===== src/rtl/math_adder_multiword_seq.sv =====
// -----------------------------------------------------------------------------
// math_adder_multiword_seq
//   Multi-cycle WIDTH-bit adder/subtractor built around one CHUNK-bit ripple
//   carry adder. An accepted operation is processed one chunk per clock,
//   least-significant chunk first, with the carry threaded between passes
//   through a register. Result latency is exactly NCHUNK cycles after accept.
//
// Ports
//   i_clk, i_rst_n      clock, asynchronous active-low reset
//   i_valid / o_ready   request handshake (o_ready only in IDLE)
//   i_a, i_b            WIDTH-bit operands
//   i_c                 carry-in (add only)
//   i_sub               1: a - b, 0: a + b + c
//   o_valid / i_ready   result handshake (o_valid held in DONE)
//   o_sum               WIDTH-bit result, modulo 2^WIDTH
//   o_carry             final carry-out (subtract: 1 = no borrow)
//   o_ovf               two's-complement overflow
//   o_busy              high whenever not IDLE
// -----------------------------------------------------------------------------

// Plain CHUNK-bit ripple carry adder; one full-adder cell per bit.
module math_adder_ripple_carry #(
    parameter int N = 8
) (
    input  logic [N-1:0] i_a,
    input  logic [N-1:0] i_b,
    input  logic         i_c,
    output logic [N-1:0] o_sum,
    output logic         o_carry
);
    logic [N:0] c;

    assign c[0] = i_c;

    for (genvar i = 0; i < N; i++) begin : g_fa
        assign o_sum[i] = i_a[i] ^ i_b[i] ^ c[i];
        assign c[i+1]   = (i_a[i] & i_b[i]) | (c[i] & (i_a[i] ^ i_b[i]));
    end

    assign o_carry = c[N];
endmodule

module math_adder_multiword_seq #(
    parameter int CHUNK  = 8,
    parameter int NCHUNK = 4
) (
    input  logic                     i_clk,
    input  logic                     i_rst_n,
    input  logic                     i_valid,
    output logic                     o_ready,
    input  logic [CHUNK*NCHUNK-1:0]  i_a,
    input  logic [CHUNK*NCHUNK-1:0]  i_b,
    input  logic                     i_c,
    input  logic                     i_sub,
    output logic                     o_valid,
    input  logic                     i_ready,
    output logic [CHUNK*NCHUNK-1:0]  o_sum,
    output logic                     o_carry,
    output logic                     o_ovf,
    output logic                     o_busy
);
    localparam int WIDTH = CHUNK * NCHUNK;
    localparam int IDXW  = (NCHUNK > 1) ? $clog2(NCHUNK) : 1;

    typedef enum logic [1:0] {
        IDLE = 2'd0,
        RUN  = 2'd1,
        DONE = 2'd2
    } state_t;

    state_t state, state_nxt;

    // Operands and result held as chunk arrays so a pass selects a whole chunk.
    logic [NCHUNK-1:0][CHUNK-1:0] a_q;
    logic [NCHUNK-1:0][CHUNK-1:0] b_q;    // already inverted for subtract
    logic [NCHUNK-1:0][CHUNK-1:0] sum_q;
    logic                         carry_q;
    logic [IDXW-1:0]              idx;

    logic [CHUNK-1:0] add_sum;
    logic             add_co;
    logic             accept;
    logic             last;

    assign accept = i_valid && (state == IDLE);
    assign last   = (idx == IDXW'(NCHUNK - 1));

    // The single shared adder: every pass of an operation goes through it.
    math_adder_ripple_carry #(.N(CHUNK)) u_add (
        .i_a     (a_q[idx]),
        .i_b     (b_q[idx]),
        .i_c     (carry_q),
        .o_sum   (add_sum),
        .o_carry (add_co)
    );

    // State register
    always_ff @(posedge i_clk or negedge i_rst_n) begin
        if (!i_rst_n) state <= IDLE;
        else          state <= state_nxt;
    end

    // Next state and handshake outputs
    always_comb begin
        state_nxt = state;
        o_ready   = 1'b0;
        o_busy    = 1'b1;
        o_valid   = 1'b0;
        case (state)
            IDLE: begin
                o_ready = 1'b1;
                o_busy  = 1'b0;
                if (i_valid) state_nxt = RUN;
            end
            RUN: begin
                if (last) state_nxt = DONE;
            end
            DONE: begin
                o_valid = 1'b1;
                if (i_ready) state_nxt = IDLE;
            end
            default: begin
                state_nxt = IDLE;
            end
        endcase
    end

    // Datapath. Inputs are only sampled on the accept edge, so anything the
    // requester does afterwards cannot disturb the operation in flight.
    always_ff @(posedge i_clk or negedge i_rst_n) begin
        if (!i_rst_n) begin
            a_q     <= '0;
            b_q     <= '0;
            sum_q   <= '0;
            carry_q <= 1'b0;
            idx     <= '0;
            o_carry <= 1'b0;
            o_ovf   <= 1'b0;
        end else begin
            if (accept) begin
                a_q     <= i_a;
                // Subtract as a + ~b + 1: invert b here, seed the carry with 1.
                b_q     <= i_b ^ {WIDTH{i_sub}};
                carry_q <= i_sub ? 1'b1 : i_c;
                idx     <= '0;
            end else if (state == RUN) begin
                sum_q[idx] <= add_sum;
                carry_q    <= add_co;
                idx        <= idx + 1'b1;
                if (last) begin
                    o_carry <= add_co;
                    // Same-sign operands producing a different-sign result.
                    o_ovf   <= (a_q[NCHUNK-1][CHUNK-1] == b_q[NCHUNK-1][CHUNK-1]) &&
                               (add_sum[CHUNK-1] != a_q[NCHUNK-1][CHUNK-1]);
                end
            end
        end
    end

    assign o_sum = sum_q;
endmodule


===== config.mk =====
export PLATFORM = sky130hd
export DESIGN_NAME = math_adder_multiword_seq
export DESIGN_NICKNAME = d
export VERILOG_FILES = /design/src/rtl/math_adder_multiword_seq.sv
export SDC_FILE = /design/constraint.sdc
export NUM_CORES = 1
export LEC_CHECK = 0
export ABC_CLOCK_PERIOD_IN_PS = 8530
export BUFFER_PORTS_ARGS = -buffer_cell sky130_fd_sc_hd__buf_2
export CAP_MARGIN = 15
export CORE_MARGIN = 8
export CORE_UTILIZATION = 45
export DETAILED_ROUTE_END_ITERATION = 8
export PLACE_DENSITY = 0.68
export SLEW_MARGIN = 20
export SYNTH_ARGS = -nofsm -noshare
export SYNTH_HDL_FRONTEND = slang
export SYNTH_HIERARCHICAL = 1
export SYNTH_SLANG_ARGS = --single-unit
export TNS_END_PERCENT = 30

===== constraint.sdc =====
create_clock -name i_clk -period 8.53 [get_ports i_clk]
set_clock_uncertainty 0.15 [all_clocks]
set_input_delay 0.853 -clock i_clk [delete_from_list [all_inputs] [get_ports i_clk]]
set_output_delay 0.853 -clock i_clk [all_outputs]
set_load 0.01 [all_outputs]

======== Yosys cells after proc, flatten, opt, wreduce, memory -nomap -nowiden ========
Cells that the tools add are included.
word-level totals
  flip-flop bits (word level) ............. 103
  word-level logic and storage cells ...... 97
  input port bits ......................... 70
  output and inout bits ................... 37
operators by class
  mux-type cells .......................... 19
  reduce and logical (&&, ||, !) cells .... 8
  $lt $le $gt $ge ......................... 2
  bitwise operators ....................... 42
  equality and inequality tests ........... 8
  add/subtract/negate cells ............... 1
operators with widths
  cell                                                         number
  binary-select mux 8 bit (select 2 bit)                       2
  bitwise mux 32 bit                                           1
  bitwise XOR 32 bit                                           1
  two-way mux 8 bit                                            3
  bitwise AND 1 bit                                            16
  demux 8 bit (select 2 bit)                                   1
  bitwise XOR 1 bit                                            16
  two-way mux 2 bit                                            5
  bitwise OR 1 bit                                             8
  two-way mux 1 bit                                            6
  != test 2 bit (second input constant)                        3
  case mux 2 bit (3 select lines)                              1
  AND reduction 3 bit                                          2
  == test 2 bit (second input constant)                        2
  logical AND 1 bit                                            3
  less-than comparator 2 x 3 -> 1 bit (second input constant)  1
  adder 2 x 1 -> 2 bit (second input constant)                 1
  == test 2 x 1 -> 1 bit (second input constant)               1
  >= comparator 2 x 1 -> 1 bit (second input constant)         1
  zero test 2 bit                                              1
  AND reduction 2 bit                                          1
  nonzero test 2 bit                                           1
  == test 1 bit                                                1
  != test 1 bit                                                1
  inverter 1 bit                                               1

======== Longest topological paths before layout ========
  word-level depth ........................ 21
  depth in mapped cells ................... 18
  mapped depth without buffers ............ 16

======== Modules after synthesis ========
The synthesis kept the hierarchy.
modules (own cells, without submodules)
  module                    instances  cells an instance  area each (um2)  sequential area each (um2)
  math_adder_multiword_seq  1          401                4591.9           2577.5
  math_adder_ripple_carry   1          18                 197.7            0.0

======== Least setup slack after synthesis ========
OpenSTA, ideal clock, no wires.
  kind .................................... register to register
  start point ............................. register idx[0]
  end point ............................... register o_ovf
  arrival time ............................ 4715 ps
  cell stages (with the launch flop) ...... 19
  setup slack ............................. 3535 ps
  period minus slack after synthesis ...... 4995 ps
  data required time ...................... 8251 ps
  library setup time ...................... 129 ps
  buffers on the path ..................... 2
  cells stage by stage .................... dfrtp_1 -> buf_4 -> buf_4 -> mux4_2 -> fa_1 -> inv_1 -> fa_1 -> inv_1 -> fa_1 -> fa_1 -> fa_1 -> fa_1 -> fa_1 -> inv_1 -> fa_1 -> inv_1 -> and3b_1 -> a21oi_1 -> o21ai_0
between the ends
  cells in the longest elaborated chain, start to end .. 20
  elaborated cells on any way between the ends .. 38
  classes of those cells .................. eq/ne: 2; mux: 4; bitwise: 30; reduce/logical: 2
RTL lines
  item                                                       RTL line  text
  start: declaration                                         78        logic [IDXW-1:0] idx;
  start signal: assignment                                   149       idx <= idx + 1'b1;
  binary-select mux 8 bit (select 2 bit) (on tied branches)  90, 91
  two-way mux 8 bit (on tied branches)                       90, 91
  bitwise XOR 1 bit                                          37        assign c[i+1] = (i_a[i] & i_b[i]) | (c[i] & (i_a[i] ^ i_b[i]));
  bitwise AND 1 bit                                          37
  bitwise OR 1 bit                                           37
  bitwise AND 1 bit                                          37
  bitwise OR 1 bit                                           37
  bitwise AND 1 bit                                          37
  [5 not listed]                                             n/a
  bitwise AND 1 bit                                          37
  bitwise OR 1 bit                                           37
  bitwise AND 1 bit                                          37
  bitwise OR 1 bit                                           37
  bitwise XOR 1 bit *                                        36        assign o_sum[i] = i_a[i] ^ i_b[i] ^ c[i];
  net add_sum[7]                                             80        logic [CHUNK-1:0] add_sum;
  != test 1 bit *                                            154       (add_sum[CHUNK-1] != a_q[NCHUNK-1][CHUNK-1]);
  logical AND 1 bit *                                        153       o_ovf <= (a_q[NCHUNK-1][CHUNK-1] == b_q[NCHUNK-1][CHUNK-1]) &&
  end signal: assignment                                     153
  end: declaration                                           59        output logic o_ovf,
The timed path passes the listed nets; every way through them passes the cells marked *. The select of a mux whose other input is x is not followed.
A chain may end at the register's enable or synchronous reset.

======== Final worst setup path ========
  start point ............................. register idx[1]
  end point ............................... register o_ovf
The elaborated chain is that of the path after synthesis.

==> impl_metrics.csv <==
group,metric,value,unit
run_status,status,"complete, no violations",
yosys,synth_top_cell_area_share,0.5381,
finish,nFillCells,903,
global_routing,grt_pass1_vias,3434,
clock_network,cts.clk_slew.worst_paths,0.09,ns
placement,place_ws,3.236,ns
worst_hold_path,hold_class,"in2async",
timing,fin_ws,3.192,ns
routing,dr.first_iter.drc_count,179,
setup_path,arrival,5.41,ns
timing,slew_headroom,0.4309,
routing,first_pass_iters,4,
yosys,synth_nets,501,
pwr,power.density,418.3,nW/um2
routing,ant_nets,0,
routing,viasPerCell,4.854,
yosys,syn_area,4790,um2
placement,dp.cells,640,
global_routing,grt_pass1_wl,17.26,mm
die,die_h,119.2,um
die,start_util,0.4639,
global_routing,grt_antenna_before_repair,0,
setup_path,crit_path_max_fanout,19,
yosys,ys_top_cells_by_count,"131 x nand2_1, 103 x dfrtp_1, 37 x o21ai_0, 33 x mux2_2, 32 x xnor2_1",
timing,period_minus_slack,5.338,ns
global_routing,grtUsageTotal,0.1534,
yosys,avgSynthCellArea,11.43,um2
placement,port_buffers,106,
pwr,ir_drop,0.0001798,V
pwr,p_leak,2.737,nW
yosys,asyncSetResetFlopFracSynth,1.000,
timing,rsz0062_at_grt,"no",
yosys,synth_cells,419,
setup_path,endpoint_kind,"flip-flop",
clock_network,cts_tree,"built",
timing,clock.fmax,187.3,MHz
routing,wl_per_cell,15.98,um
routing,vias,3184,
yosys,synth_most_common_cell,"nand2_1",
finish,fin_cells,656,
die,core_area,10320,um2
yosys,synth_edf_count,0,
timing,period_share,0.6258,
yosys,yosys.area.top_type,"dfrtp_1",
yosys,ys_ff_latch,103,
die,io_pins,107,
setup_path,required,8.60,ns
finish,nNetsFinal,598,
yosys,ys_warn_count,6,
finish,layout-drive-gt1-share,0.3442,
placement,hpwl,7.920,mm
timing,drv_slew,0,
clock_network,post_cts_buffers,0,
setup_path,cp-start-kind,"flip-flop",
timing,worst_slew_pin_slew,0.8536,ns
timing,hold_viol,0,
timing,setup_viol,0,
setup_path,critPathLaunch,"idx[1]",
setup_path,r2r-start,"idx[1]",
finish,area_growth,16.51,%
die,row_count,37,
clock_network,clk_latency,0.37,ns
setup_path,worstSetupPathType,"reg2reg",
global_routing,overflow,0,
die,dieArea,14200,um2
finish,antennaDiodeCount,0,
clock_network,cts_hold_buf,0,
clock_network,h-tree-depth,3,
global_routing,grt_start_max_net_pins,100,
timing,fin_tns_setup,0,ns
clock_network,post_cts_resized,0,
yosys,synth.top_cells.by_area,"dfrtp_1 54%, nand2_1 10%, mux2_2 7.8%",
yosys,ys_seq_area_frac,0.5381,
yosys,ys_types,25,
clock_network,cts_sinks,103,
yosys,synth_ff_type,"dfrtp_1",
die,fp.dieW,119.2,um
clock_network,cts_root_buf,"clkbuf_8",
placement,gp_congestion,0.7328,
clock_network,cts_buffer_depth,2,
routing,drc_errors,0,
routing,wl,10.48,mm
clock_network,numCtsBuffers,9,
job,drv_cap,0,
[placed cells by master, fill, tap and decap left out]
cell,netlist,routed
nand2_1,131,131
buf_2,15,105
dfrtp_1,103,103
o21ai_0,37,37
mux2_2,33,33
xnor2_1,32,32
mux4_2,16,16
inv_1,14,14
clkbuf_8,0,10
fa_1,8,8
ha_1,4,4
buf_4,2,4
nand2_2,3,3
nand3_1,3,3
nor2_1,2,2
nand2b_1,2,2
clkinvlp_4,0,2
or3b_2,0,1
and2b_1,1,1
nand3b_1,1,1
nor3b_4,0,1
and3b_1,1,1
a21oi_1,1,1
o31ai_1,1,1
clkinv_2,0,1
clkinv_4,0,1
bufinv_16,0,1
buf_6,4,1
[kinds of logic after synthesis]
| family | Yosys count | share of synthesized area |
|---|---|---|
| adders and majority gates | 12 | 0.04389 |
| and+or+nand+nor | 146 | 0.1233 |
| AOI/OAI and AO/OA | 39 | 0.04127 |
| DFF | 103 | 0.5381 |
| buffers and inverters | 38 | 0.04206 |
| muxes | 49 | 0.1528 |
| xor gates and xnor gates | 32 | 0.05852 |
[flip-flops by register name (all words and copies together) (netlist names)]
name and cells:
o_ovf 1, state 2, idx 2, b_q 32
a_q 32, o_carry 1, carry_q 1, o_sum 32
[stage by stage]
step / hold slack [ns] / power, mW / area, um2 / utilization
after floorplan: 0.2900 / 1.686 / 4790 / -
after global placement: 0.3070 / 1.999 / 5373 / 0.5204
after detailed placement: 0.3117 / 2.051 / 5373 / 0.5204
after CTS: 0.2912 / 2.353 / 5569 / 0.5395
after global routing: 0.3008 / 2.527 / 5580 / 0.5405
final: 0.2848 / 2.334 / 5580 / 0.5405
[worst max-delay path, stage by stage, from the launching register on]
cell,delay (ns)
dfrtp_1,0.90
mux4_2,0.43
fa_1,0.42
inv_1,0.07
fa_1,0.16
inv_1,0.05
fa_1,0.40
fa_1,0.41
fa_1,0.40
fa_1,0.40
fa_1,0.37
inv_1,0.07
fa_1,0.41
inv_1,0.15
and3b_1,0.19
a21oi_1,0.10
o21ai_0,0.09
[area by class of cell]
cell class | instances | area, um2 | area share
timing repair buffer | 110 | 566.8 | 0.1016
clock inverter | 5 | 58.81 | 0.01054
tap | 136 | 170.2 | 0.03049
multi-input combinational | 278 | 2017 | 0.3614
clock buffer | 10 | 137.6 | 0.02466
inverter | 14 | 52.55 | 0.009417
sequential | 103 | 2577 | 0.4619
[per-layer routing]
layer / up-vias / global-route usage / wire length, um
met5: - / 0 / 0
li1: 1557 / - / -
met4: 0 / 0.04348 / 138
met1: 1531 / 0.1803 / 4538
met2: 83 / 0.2617 / 5183
met3: 13 / 0.05196 / 622
[path summary, 6_finish.rpt]
check                       endpoint  slack (ns)  depth (start not counted)
max                            o_ovf        3.19                         16
min                        o_sum[28]        0.28                          1
max reg2reg                    o_ovf        3.19                         16
min reg2reg                  b_q[20]        0.33                          2
max in group asynchronous    b_q[11]        6.74                          2
min in group i_clk           b_q[20]        0.33                          2
[where the power goes]
group          leakage [nW]  switching [mW]  internal [mW]
clock                0.0944           0.163          0.142
combinational          1.38           0.607          0.538
sequential             1.26           0.150          0.734
Note: power is estimated with default switching activity, not from simulation.
